[src/rtl/cpu_types_pkg.sv]
// rtl/cpu_types_pkg.sv - shared cpu word type plus write buffer entry and drain state types
package cpu_types_pkg;

  typedef logic [31:0] word_t;

  typedef struct packed {
    word_t addr;
    word_t data;
  } wb_entry_t;

  typedef enum logic {
    WB_IDLE  = 1'b0,
    WB_DRAIN = 1'b1
  } wb_state_t;

endpackage

[src/rtl/write_buffer.sv]
// rtl/write_buffer.sv - in-order store FIFO between dcache access logic and memory arbiter
module write_buffer
  import cpu_types_pkg::*;
#(
  parameter int DEPTH = 4,
  parameter int PTR_W = $clog2(DEPTH)
) (
  input  logic  CLK,
  input  logic  nRST,
  input  logic  dWEN,
  input  word_t daddr,
  input  word_t daccessstore,
  input  logic  dREN,
  output logic  wack,
  output logic  full,
  output logic  wempty,
  output logic  fhit,
  output word_t fdata,
  input  logic  rpri,
  output logic  ramWEN,
  output word_t ramaddr,
  output word_t ramstore,
  input  logic  dwait
);

  wb_entry_t        entries [DEPTH];
  logic [PTR_W-1:0] head, tail;
  logic [PTR_W:0]   count;
  logic [PTR_W-1:0] idx;
  wb_state_t        state, next_state;
  logic             push, pop;

  assign full   = (count == (PTR_W+1)'(DEPTH));
  // Gated by reset so a held store request is never acknowledged while in reset.
  assign wack   = dWEN & ~full & nRST;
  assign push   = wack;
  assign pop    = (state == WB_DRAIN) & ~dwait;
  assign wempty = (count == '0) & (state == WB_IDLE);

  always_ff @(posedge CLK or negedge nRST) begin
    if (!nRST) begin
      state <= WB_IDLE;
    end else begin
      state <= next_state;
    end
  end

  // A push into an empty buffer may start draining next cycle; the head slot is written on that edge.
  always_comb begin
    next_state = state;
    ramWEN     = 1'b0;
    ramaddr    = '0;
    ramstore   = '0;
    case (state)
      WB_IDLE: begin
        if ((count != '0 || push) && !rpri) next_state = WB_DRAIN;
      end
      WB_DRAIN: begin
        ramWEN   = 1'b1;
        ramaddr  = entries[head].addr;
        ramstore = entries[head].data;
        if (!dwait) next_state = WB_IDLE;
      end
      default: next_state = WB_IDLE;
    endcase
  end

  always_ff @(posedge CLK or negedge nRST) begin
    if (!nRST) begin
      head  <= '0;
      tail  <= '0;
      count <= '0;
      for (int i = 0; i < DEPTH; i++) entries[i] <= '0;
    end else begin
      if (push) begin
        entries[tail] <= '{addr: daddr, data: daccessstore};
        tail          <= tail + 1'b1;
      end
      if (pop) head <= head + 1'b1;
      case ({push, pop})
        2'b10:   count <= count + 1'b1;
        2'b01:   count <= count - 1'b1;
        default: count <= count;
      endcase
    end
  end

  // Scan oldest to youngest so the last match, the youngest store, wins.
  always_comb begin
    fhit  = 1'b0;
    fdata = '0;
    idx   = '0;
    for (int k = 0; k < DEPTH; k++) begin
      idx = head + PTR_W'(k);
      if (dREN && ((PTR_W+1)'(k) < count) && (entries[idx].addr == daddr)) begin
        fhit  = 1'b1;
        fdata = entries[idx].data;
      end
    end
  end

endmodule
[config.mk]
export PLATFORM = sky130hd
export DESIGN_NAME = write_buffer
export DESIGN_NICKNAME = d
export VERILOG_FILES = /design/src/rtl/cpu_types_pkg.sv /design/src/rtl/write_buffer.sv
export SDC_FILE = /design/constraint.sdc
export NUM_CORES = 1
export LEC_CHECK = 0
export ABC_AREA = 0
export ABC_CLOCK_PERIOD_IN_PS = 8550
export CORE_ASPECT_RATIO = 0.7
export CORE_UTILIZATION = 40
export CTS_BUF_LIST = sky130_fd_sc_hd__clkbuf_4
export DETAILED_ROUTE_END_ITERATION = 10
export SKIP_CTS_REPAIR_TIMING = 1
export SKIP_LAST_GASP = 1
export SLEW_MARGIN = 0
export SYNTH_ARGS = -nofsm -noshare
export SYNTH_HDL_FRONTEND = slang
export SYNTH_SLANG_ARGS = --single-unit
export TNS_END_PERCENT = 100
[constraint.sdc]
create_clock -name CLK -period 8.55 [get_ports CLK]
set_input_delay 1.71 -clock CLK [delete_from_list [all_inputs] [get_ports CLK]]
set_output_delay 1.71 -clock CLK [all_outputs]
set_load 0.01 [all_outputs]
==> summary by stage <==
Run status
The run finished with clean final reports.

Clock tree
The H-tree depth is 3. The insertion delay to the later sink of the worst-skew pair is 830 ps. The clock passes through at most 3 buffers. Clock-pin slew was measured on the worst setup and hold paths at 70 ps.

Buffers inserted during clock tree synthesis total 76. The CTS sink count is 264. TritonCTS built the clock tree. The tree is rooted in a sky130_fd_sc_hd__clkbuf_4.

Global route
The wire length of the first global-routing pass is 102 mm. Global routing used 26.7% of the available tracks across all layers. Global routing finished with a remaining overflow of 0. The number of antenna violations at the first check in global routing is 5.

Entering global routing, the biggest net connects 96 pins. The via count of the first global-routing pass is 16161.

STA
The transition time at the pin with the least slew margin is 1170 ps. Based on the critical path, the design can be clocked at up to 123 MHz. The largest clock skew in the final design is 64.5 ps.

Setup violations remaining at the end of the flow were counted as 0. The worst-case headroom to the max-slew limit is 22.0%. For the final routed database, the setup TNS stands at 0 ps. The number of hold-slack violations in the final timing report is 0. The number of pins with negative max-slew slack in the final report came to 0. Setup repair after global routing left no endpoint under its margin.

The final worst slack is 399 ps. The time the final worst path needs with I/O delays and setup is 8150 ps. The worst path uses 95.3% of the clock period.

Power
The power density over cell area is 436 nW/um^2. In this run the static leakage power is 9.42 nW. The relative contribution of the clock network to total power is 13.0%.

The internal power contribution is 0.00541 W. The analysis attributes to net switching a power of 0.00449 W. The combinational power share is 61.4%.

The worst voltage drop across the vdd grid is 0.206 mV. Net switching is 45.3% of the power. Sequential cells burn 25.6% of the power.

Die
The placement row count is 67. The floorplan step defined a die boundary enclosing 49600 sq um. The I/O pin total is 171.

The initial utilization of the core area, before any placement, comes to 40.6%. The floorplan step set the die height to 187 um. The horizontal die dimension is 266 um.

The core region is 48000 sq um.

Critical path
The cell depth of the worst flop-to-flop path is 7. At the worst endpoint, the arrival time is 6440 ps. The path type of the worst setup path is register to output pin.

The endpoint class of the critical path is an output pin. The critical path startpoint category is a register. Along the worst path, the maximum fanout reaches 58. The critical path data required time is 6840 ps.

Placement
The HPWL after detailed placement is 44.8 mm. The congestion estimate from routability-driven global placement came to 0.965. The number of input and output port buffers inserted is 170. The setup slack after placement is 569 ps.

Routing
After detailed routing, the number of remaining DRC violations is 0. The post-detailed-route wirelength per cell is 24.8 um. The total wire length after detailed routing is 66.5 mm.

The average vias per placed instance is 6.09. Across all layers, the routed design uses 16327 vias. The iteration count of the initial detailed-routing pass is 6. The number of DRC markers after the initial detailed-route iteration is 1534.

Once detail routing completed, the nets flagged for antenna violations numbered 0.

Cells and area
From synthesis to final layout, the design area changed by 16.4%. After filler insertion, the fill cell instance count of the layout stands at 4466. The ratio of cells with drive above 1 in the final layout is 26.3%. The register area is 6610 sq um.

The final net count is 2042. The library cell used most frequently in the layout, excluding fill and tap cells, is sky130_fd_sc_hd__mux2_2. In the final layout, the multi-input gates occupy 12000 sq um. Leaving out fill and tap cells, the most frequent cells in the layout are sky130_fd_sc_hd__mux2_2, sky130_fd_sc_hd__dfrtp_1, sky130_fd_sc_hd__mux2i_1, sky130_fd_sc_hd__clkdlybuf4s50_1, sky130_fd_sc_hd__clkbuf_4.

Yosys
The flip-flop and latch count after synthesis is 264. The mean post-synth cell area is 10.6 sq um. The Yosys step of the flow raised 0 warnings. The count of flip-flops with a built-in enable after synthesis is 0. The net count after synthesis is 1920. Among all flip-flop cells after synthesis, the most frequent one is sky130_fd_sc_hd__dfrtp_1.

Of all flip-flops after synthesis, the portion carrying an async set or reset was 100%. The sequential share of the synthesized area is 33.9%. The netlist area before placement is 19500 sq um. Synthesis handed over a netlist of 1841 instances. The count of distinct cell types in the synthesized netlist is 74.

Min path
The cell depth of the worst hold path is 2. In this run the worst hold path is classified as register to register.

Job
The max-cap check violation count is 0.
==> through the flow <==
step	std cells	utilization, %	total power (W)	hold slack, ps	area, sq um
floorplan	1841	-	0.00648	462	19500
global placement	2540	45.2	0.00836	486	21700
detailed placement	2540	45.2	0.00848	492	21700
CTS	2677	47.3	0.00983	508	22700
global route	2683	47.3	0.0105	543	22700
finish	2683	47.3	0.00989	508	22700
==> path summary, 6_finish.rpt <==
kind / slack [ps] / to / startpoint
setup / recovery: 400 / fdata[22] / head[0]
hold / removal: 510 / entries[233] / entries[233]
setup reg to reg: 5070 / entries[55] / count[0]
hold reg to reg: 510 / entries[233] / entries[233]
max in group asynchronous: 5590 / entries[249] / nRST
min in group asynchronous: 880 / entries[145] / nRST
==> area by class of cell <==
| type | instances | share of cell area (%) |
|---|---|---|
| antenna | 6 | 0.0662 |
| clock buffer | 116 | 3.84 |
| clock inverter | 21 | 0.645 |
| inverter | 27 | 0.458 |
| multi-input combinational | 1373 | 52.8 |
| sequential | 264 | 29.2 |
| tap | 655 | 3.61 |
| timing repair buffer | 221 | 9.43 |
==> power by group through the flow <==
stage / Combinational [W] / Sequential, W / Clock (W)
after detailed placement: 0.00595 / 0.00253 / 0
after floorplan: 0.00421 / 0.00227 / 0
after CTS: 0.00598 / 0.00252 / 0.00133
after global routing: 0.00645 / 0.00264 / 0.00140
final: 0.00607 / 0.00253 / 0.00129
after global placement: 0.00588 / 0.00247 / 0
==> cells by family after synthesis <==
logic type / after synthesis / synth area share [%]
multiplexers: 523 / 32.7
adder cells (fa/ha/maj): 9 / 0.578
buffers and inverters: 204 / 4.78
flip-flops: 264 / 33.9
AO/OA/AOI/OAI: 338 / 13.5
XOR/XNOR: 106 / 4.76
AND/OR/NAND/NOR: 397 / 9.77
==> per-layer routing <==
metal | global-route usage (%) | share of wire, % | routed length, um | up-vias
met1 | 39.3 | 47 | 31100 | 8351
met3 | 6.89 | 7.9 | 5220 | 107
met2 | 38.3 | 43 | 28800 | 652
li1 | - | - | - | 7215
met5 | 0 | 0.021 | 14 | -
met4 | 7.80 | 2.1 | 1370 | 2
==> synthesized netlist by cell type, drive strengths merged (12+ instances only) <==
master	number	area [sq um]
a211oi	57	428
a21o	13	97.6
and2	27	169
and3	12	75.1
buf	66	413
clkbuf	111	417
dfrtp	264	6610
inv	26	97.6
mux2	265	2980
mux2i	193	1930
mux4	65	1460
nand2	116	435
nand3	33	165
nand4	21	131
nor2	109	409
nor3	19	95.1
nor4	16	115
o21ai	70	350
o21bai	22	165
o221a	24	270
o22ai	12	75.1
o311ai	22	215
o31a	33	289
xnor2	88	771
xor2	18	158
==> critical path, cell delays in order, from the launching register on <==
cell and delay [ps]:
sky130_fd_sc_hd__dfrtp_4 970, sky130_fd_sc_hd__mux4_2 610, sky130_fd_sc_hd__xnor2_1 470, sky130_fd_sc_hd__nand4_1 140
sky130_fd_sc_hd__or4b_1 520, sky130_fd_sc_hd__or4_4 730, sky130_fd_sc_hd__or2_1 710, sky130_fd_sc_hd__o221a_2 490
sky130_fd_sc_hd__o311ai_2 270, sky130_fd_sc_hd__clkdlybuf4s50_1 600
==> registers in the layout, summed over array words and instances (netlist names) <==
name     flops
count        3
entries    256
head         2
state        1
tail         2
(Power assumes the default switching activity.)
